`config.mk`:
```
export PLATFORM = sky130hd
export DESIGN_NAME = sram_arb_ctrl
export DESIGN_NICKNAME = d
export VERILOG_FILES = /design/src/rtl/sram_arb_ctrl.sv
export SDC_FILE = /design/constraint.sdc
export NUM_CORES = 1
export LEC_CHECK = 0
export ABC_AREA = 1
export BUFFER_PORTS_ARGS = -buffer_cell sky130_fd_sc_hd__buf_4
export CAP_MARGIN = 20
export CORE_MARGIN = 1
export CORE_UTILIZATION = 45
export CTS_CLUSTER_DIAMETER = 200
export DETAILED_ROUTE_END_ITERATION = 8
export GPL_TIMING_DRIVEN = 0
export PLACE_DENSITY = 0.79
export SETUP_SLACK_MARGIN = 0.4
export SLEW_MARGIN = 20
export SYNTH_ARGS = -nofsm -noshare
export SYNTH_HDL_FRONTEND = slang
export SYNTH_SLANG_ARGS = --single-unit
```
`constraint.sdc`:
```
create_clock -name clk -period 2.73 [get_ports clk]
set_input_delay 0 -clock clk [delete_from_list [all_inputs] [get_ports clk]]
set_output_delay 0 -clock clk [all_outputs]
set_load 0.05 [all_outputs]
```
`src/rtl/sram_arb_ctrl.sv`:
```
// BaseRAM arbiter/timing controller: grants IFU or LSU and sequences the SRAM strobes IDLE->SETUP->ACCESS->DONE.
// Optional macro SRAM_ARB_STARVE_GUARD_EN bounds consecutive LSU grants while the IFU waits.
module sram_arb_ctrl #(
    parameter int unsigned WAIT_CYCLES   = 1,
    parameter int unsigned LSU_BURST_MAX = 4
) (
    input  logic        clk,
    input  logic        rst_n,
    input  logic        ifu_req_i,
    input  logic [31:0] ifu_addr_i,
    input  logic [31:0] ifu_wdata_i,
    input  logic [3:0]  ifu_be_n_i,
    input  logic        ifu_re_n_i,
    input  logic        ifu_we_n_i,
    output logic        ifu_resp_o,
    output logic [31:0] ifu_rdata_o,
    input  logic        lsu_req_i,
    input  logic [31:0] lsu_addr_i,
    input  logic [31:0] lsu_wdata_i,
    input  logic [3:0]  lsu_be_n_i,
    input  logic        lsu_re_n_i,
    input  logic        lsu_we_n_i,
    output logic        lsu_resp_o,
    output logic [31:0] lsu_rdata_o,
    output logic [19:0] base_ram_addr,
    output logic [31:0] base_ram_wdata,
    input  logic [31:0] base_ram_rdata,
    output logic [3:0]  base_ram_be_n,
    output logic        base_ram_ce_n,
    output logic        base_ram_oe_n,
    output logic        base_ram_we_n
);
    localparam int unsigned CNT_W = 4;

    typedef enum logic [1:0] {S_IDLE, S_SETUP, S_ACCESS, S_DONE} state_t;
    typedef enum logic [1:0] {OP_NOP, OP_RD, OP_WR} op_t;

    state_t             r_state;
    op_t                r_op;
    logic               r_gnt_lsu;
    logic [CNT_W-1:0]   r_wait;

    logic               w_any_req;
    logic               w_pick_lsu;
    logic [31:0]        w_addr;
    logic [31:0]        w_wdata;
    logic [3:0]         w_be_n;
    logic               w_re_n;
    logic               w_we_n;
    op_t                w_op;
    logic               w_unused_addr;

    assign w_any_req = ifu_req_i | lsu_req_i;

`ifdef SRAM_ARB_STARVE_GUARD_EN
    logic [CNT_W-1:0]   r_burst;
    logic               w_force_ifu;

    assign w_force_ifu = ifu_req_i && lsu_req_i && (r_burst == CNT_W'(LSU_BURST_MAX));
    assign w_pick_lsu  = lsu_req_i && !w_force_ifu;

    // Counts LSU grants taken while the IFU was kept waiting
    always_ff @(posedge clk or negedge rst_n) begin
        if (!rst_n) begin
            r_burst <= '0;
        end else if (r_state == S_IDLE && w_any_req) begin
            if (w_pick_lsu && ifu_req_i) r_burst <= r_burst + CNT_W'(1);
            else                         r_burst <= '0;
        end
    end
`else
    logic w_unused_cfg;
    assign w_unused_cfg = (LSU_BURST_MAX == 0);
    assign w_pick_lsu   = lsu_req_i;
`endif

    assign w_addr  = w_pick_lsu ? lsu_addr_i  : ifu_addr_i;
    assign w_wdata = w_pick_lsu ? lsu_wdata_i : ifu_wdata_i;
    assign w_be_n  = w_pick_lsu ? lsu_be_n_i  : ifu_be_n_i;
    assign w_re_n  = w_pick_lsu ? lsu_re_n_i  : ifu_re_n_i;
    assign w_we_n  = w_pick_lsu ? lsu_we_n_i  : ifu_we_n_i;

    // Write beats read when both strobes are low
    assign w_op = !w_we_n ? OP_WR : (!w_re_n ? OP_RD : OP_NOP);

    assign w_unused_addr = ^{ifu_addr_i[31:22], ifu_addr_i[1:0], lsu_addr_i[31:22], lsu_addr_i[1:0]};

    always_ff @(posedge clk or negedge rst_n) begin
        if (!rst_n) begin
            r_state        <= S_IDLE;
            r_op           <= OP_NOP;
            r_gnt_lsu      <= 1'b0;
            r_wait         <= '0;
            base_ram_addr  <= '0;
            base_ram_wdata <= '0;
            base_ram_be_n  <= 4'b1111;
            base_ram_ce_n  <= 1'b1;
            base_ram_oe_n  <= 1'b1;
            base_ram_we_n  <= 1'b1;
            ifu_resp_o     <= 1'b0;
            ifu_rdata_o    <= '0;
            lsu_resp_o     <= 1'b0;
            lsu_rdata_o    <= '0;
        end else begin
            case (r_state)
                S_IDLE: begin
                    if (w_any_req) begin
                        r_gnt_lsu      <= w_pick_lsu;
                        r_op           <= w_op;
                        base_ram_addr  <= w_addr[21:2];
                        base_ram_wdata <= w_wdata;
                        base_ram_be_n  <= w_be_n;
                        base_ram_ce_n  <= 1'b0;
                        base_ram_oe_n  <= (w_op != OP_RD);
                        base_ram_we_n  <= 1'b1;
                        r_state        <= S_SETUP;
                    end
                end
                S_SETUP: begin
                    r_wait        <= CNT_W'(WAIT_CYCLES - 1);
                    base_ram_oe_n <= (r_op != OP_RD);
                    base_ram_we_n <= (r_op != OP_WR);
                    r_state       <= S_ACCESS;
                end
                S_ACCESS: begin
                    if (r_wait == '0) begin
                        // Last strobe cycle: sample read data straight into the response register
                        base_ram_ce_n <= 1'b1;
                        base_ram_oe_n <= 1'b1;
                        base_ram_we_n <= 1'b1;
                        if (r_gnt_lsu) begin
                            lsu_resp_o  <= 1'b1;
                            lsu_rdata_o <= (r_op == OP_RD) ? base_ram_rdata : 32'h0;
                        end else begin
                            ifu_resp_o  <= 1'b1;
                            ifu_rdata_o <= (r_op == OP_RD) ? base_ram_rdata : 32'h0;
                        end
                        r_state <= S_DONE;
                    end else begin
                        r_wait <= r_wait - CNT_W'(1);
                    end
                end
                S_DONE: begin
                    ifu_resp_o <= 1'b0;
                    lsu_resp_o <= 1'b0;
                    r_state    <= S_IDLE;
                end
                default: r_state <= S_IDLE;
            endcase
        end
    end
endmodule
```
After elaboration in Yosys (flattened, before gate mapping)
Index checks and enable logic that the tools add are counted.

cells by class
  add/subtract/negate cells = 1
  multiplexer cells = 26
  bitwise operators = 2
  equal/unequal tests = 12
  reduce and logical (&&, ||, !) cells = 15

operators with widths
  cell                                                   count
  two-way mux 32 bit                                     2
  two-way mux 22 bit                                     1
  AND reduction 3 bit                                    6
  inequality test 2 bit, second input constant           6
  two-way mux 1 bit                                      11
  two-way mux 4 bit                                      2
  one-hot mux 2 bit (4 select lines)                     1
  one-hot mux 4 bit (2 select lines)                     1
  two-way mux 2 bit                                      3
  one-hot mux 1 bit (2 select lines)                     3
  one-hot mux 1 bit (3 select lines)                     2
  AND reduction 2 bit                                    3
  nonzero test 2 bit                                     3
  equality test 2 x 1 -> 1 bit, second input constant    2
  equality test 2 bit, second input constant             2
  logical NOT 4 bit                                      1
  inequality test 2 x 1 -> 1 bit, second input constant  2
  subtractor 4 x 1 -> 4 bit, second input constant       1
  nonzero test 3 bit                                     1
  logical NOT 2 bit                                      1
  NOT 1 bit                                              1
  bitwise OR 1 bit                                       1

storage, ports and cells
  word-level logic and storage cells = 70
  output and inout bits = 125
  flip-flop bits (word level) = 134
  bits of input ports = 176

Depth between registers and ports, before layout
  depth after elaboration = 6
  depth in mapped cells = 8
  mapped depth without buffers = 7

Least setup slack after synthesis
OpenSTA, ideal clock, no wires.

  path kind = register to register
  from = register r_state[0]
  to = register base_ram_addr[10]
  data required time = 2.648 ns
  stages on the path, launching flop included = 9
  path buffers = 2
  data arrival time = 1.344 ns
  period minus slack after synthesis = 1.426 ns
  path slack = 1.304 ns
  setup time = 0.082 ns
  cell sequence = dfrtp_1 > inv_1 > ha_1 > o21ai_4 > inv_2 > buf_6 > buf_4 > nor2_1 > a31oi_1

on the way
  longest elaborated chain between the ends = 2

ends and longest elaborated chain
  element                        RTL line  source
  start, declared                38        state_t r_state;
  start signal, assigned         90        r_state <= S_IDLE;
  start signal, assigned         116       r_state <= S_SETUP;
  start signal, assigned         123       r_state <= S_ACCESS;
  logical NOT 2 bit              105       case (r_state)
  AND reduction 2 bit (no line)  n/a
  end signal, assigned           110       base_ram_addr <= w_addr[21:2];
  end, declared                  25        output logic [19:0] base_ram_addr,

No other way between the ends.
A chain may end at the register's enable or synchronous reset.

Worst setup path after layout
  from = register r_state[0]
  to = register base_ram_wdata[25]

on the way
  longest elaborated chain between the ends = 2

ends and longest elaborated chain
  element                        RTL line  source
  logical NOT 2 bit              105
  AND reduction 2 bit (no line)  n/a
  end signal, assigned           111       base_ram_wdata <= w_wdata;
  end, declared                  26        output logic [31:0] base_ram_wdata,

No other way between the ends.

==> results.yml <==
finish:
  nets: 1375
  layout_common_cells: "nand2_1, buf_4, dlygate4sd3_1"
  drive_gt1_share_pct: 29.54
  final_area_um2: 10430
  post-route-util_pct: 81.34
  layout.cells.most_common: "nand2_1"
  num_antenna_cells: 0
  area_delta_synth_final_pct: 73.29
  post_layout_nonfiller_instances: 1377
floorplan:
  boundaryPins: 301
  core_um2: 12820
  start_util_pct: 46.94
  fp.dieArea_um2: 13840
  die_h_um: 117.7
  num_rows: 41
  die_w_um: 117.7
logic_synthesis:
  syn_nets: 929
  yosysWarnings: 0
  yosysUniqueCellTypes: 21
  ys_seq_area_share_pct: 55.85
  synth_cells: 746
  synth_area_um2: 6020
  synth_seq_cells: 134
  syn_area_per_cell_um2: 8.069
placed_design:
  place_hpwl_um: 13430
  place_congestion: 0.8218
  placed_area_um2: 8334
  io_buffer_count: 275
  dp.cells: 1194
sta:
  period_minus_slack_ns: 2.258
  holdWs_ns: 0.05584
  min_period_over_period_pct: 82.70
  fmax_mhz: 442.9
  worst_slew_pin_slew_ns: 0.5194
  relSlewSlack_pct: 65.37
  clock_skew_ns: 0.004783
  rsz0062_at_grt: "false"
  maxSlewViolCount: 0
  setup_viol: 0
  tns_ns: 0
  finalHoldViolCount: 0
global_routing:
  track_usage_pct: 35.72
  antenna_found_initial: 0
  grt_max_degree: 80
  grt_overflow: 0
  grt_pass1_wl_um: 38380
  grt_pass1_vias: 7330
critical_path:
  cp-end-kind: "flop"
  r2r_setup_slack_ns: 0.47
  critical_path_arrival_ns: 2.61
  worstSetupStartpoint: "r_state[0]$_DFFE_PN0P_"
  worstPathCellList: "inv_1 -> ha_2 -> o21ai_4 -> inv_2 -> clkbuf_2 -> nor2_1 -> a31oi_1 -> dlygate4sd3_1"
  crit_required_ns: 3.09
  criticalPathCategory: "flop to flop"
  cp_max_fo: 10
  cp_top_family: "buffers and inverters"
  crit_path_max_incr_delay_ns: 0.62
  timing.rr.start: "r_state[0]$_DFFE_PN0P_"
  setup.worst_path.start_class: "flop"
  cp_num_buf_inv: 4
  slowest_stage: "dlygate4sd3_1"
route:
  wl_per_cell_um: 17.86
  wl_um: 24590
  vias: 7189
  drt_iter0_markers: 530
  via_per_inst: 5.221
  ant_nets: 0
  drtPass1Iterations: 5
  drcViolationCount: 0
job:
  max-cap-violations: 0
min_path:
  hp-class: "input pin to flop"
  hp-start: "ifu_re_n_i"
clock_tree:
  cts_buffers: 17
  numClockSinks: 134
  clk_latency_ns: 0.42
  clkTransAtPathRegs_ns: 0.06
  post_cts_buffers: 0
  cts_htree_levels: 4
  cts_tree: "built"
  cts_buffer_depth: 2
  clock_tree.root_cell: "clkbuf_16"
run_status:
  outcome: "finished, final reports clean"
pwr:
  p_leak_nw: 5.489
  p_per_area_nw_per_um2: 1365
  ir_drop_mv: 0.9601
## kinds of logic after synthesis
| group | Yosys count | synth area share [%] |
|---|---|---|
| buffers and inverters | 88 | 7.005 |
| AND/OR/NAND/NOR | 444 | 28.27 |
| AO/OA/AOI/OAI | 73 | 7.421 |
| flip-flops | 134 | 55.85 |
| adder cells (fa/ha/maj) | 7 | 1.455 |
## cell usage after synthesis
cell type  number  area share, %
nand2_2         1           0.10
buf_2          19            1.6
a31oi_1        56            5.8
buf_1           3           0.19
o21ai_4         1           0.27
dfrtp_1       127             53
ha_1            7            1.5
nor3_1          1          0.083
o21ai_0        12            1.0
buf_4           2           0.25
a21oi_1         4           0.33
nor2_4          2           0.37
nor2_1         97            6.0
or2_2           1           0.10
nand3_1        11           0.91
dfstp_2         7            3.1
inv_2           3           0.19
inv_1          44            2.7
clkbuf_1        9           0.56
buf_6           8            1.5
nand2_1       331             21
## stage by stage
| step | power [mW] | worst slack (ns) |
|---|---|---|
| 2_1_floorplan | 8.401 | 1.304 |
| 3_3_place_gp | 10.60 | 1.044 |
| 3_5_place_dp | 10.72 | 0.9793 |
| 4_1_cts | 13.88 | 0.4361 |
| 5_1_grt | 14.83 | 0.4196 |
| 6_report | 14.24 | 0.4724 |
## routing by layer
layer | global-route usage (%) | wire length [µm]
met1 | 40.58 | 9264
met5 | 0 | 0
met2 | 59.56 | 11770
met4 | 21.96 | 1468
met3 | 9.981 | 2088
## worst reg2reg max path: cells and delay by family, from the launching register on
kind                       cells  cell delay, ns
adders and majority gates      1            0.23
AOI/OAI and AO/OA              2            0.35
and+or+nand+nor                1            0.07
DFF                            1            0.43
buffers and inverters          4            1.12
## area by class of cell
class | instances | area, µm²
buffer | 41 | 250.2
tap | 172 | 215.2
sequential | 134 | 3362
inverter | 47 | 176.4
multi-input combinational | 524 | 2238
clock buffer | 19 | 442.9
timing repair buffer | 427 | 3613
fill | 732 | 2394
clock inverter | 13 | 132.6
## flip-flops by register name, summed over array words and instances (netlist names)
register / cells
r_gnt_lsu: 1
base_ram_be_n: 4
r_wait: 4
lsu_resp_o: 1
base_ram_we_n: 1
lsu_rdata_o: 32
ifu_rdata_o: 32
r_state: 2
base_ram_oe_n: 1
r_op: 2
ifu_resp_o: 1
base_ram_wdata: 32
base_ram_addr: 20
base_ram_ce_n: 1
## power by group
group,leakage [nW],internal [mW],switching [mW]
Combinational,3.56,2.87,5.45
Sequential,1.66,3.00,0.661
Clock,0.275,1.36,0.894
## path summary, 6_finish.rpt
| path | to | cells after the start |
|---|---|---|
| worst max-delay path | base_ram_wdata[25]$_DFFE_PN0P_ | 8 |
| worst min-delay path | base_ram_oe_n$_DFFE_PN1P_ | 5 |
| worst max register to register | base_ram_wdata[25]$_DFFE_PN0P_ | 8 |
| worst min register to register | lsu_rdata_o[0]$_DFFE_PN0P_ | 2 |
| max in group asynchronous | base_ram_be_n[1]$_DFFE_PN1P_ | 3 |
| min in group asynchronous | lsu_rdata_o[9]$_DFFE_PN0P_ | 2 |
## repair_timing
action                                  CTS  global route
endpoints found under the setup margin    0            42
endpoints found under the hold margin   251             0
hold buffers                            151             0
gates resized for setup                   0            10
Power figures use the tool's default switching activity.
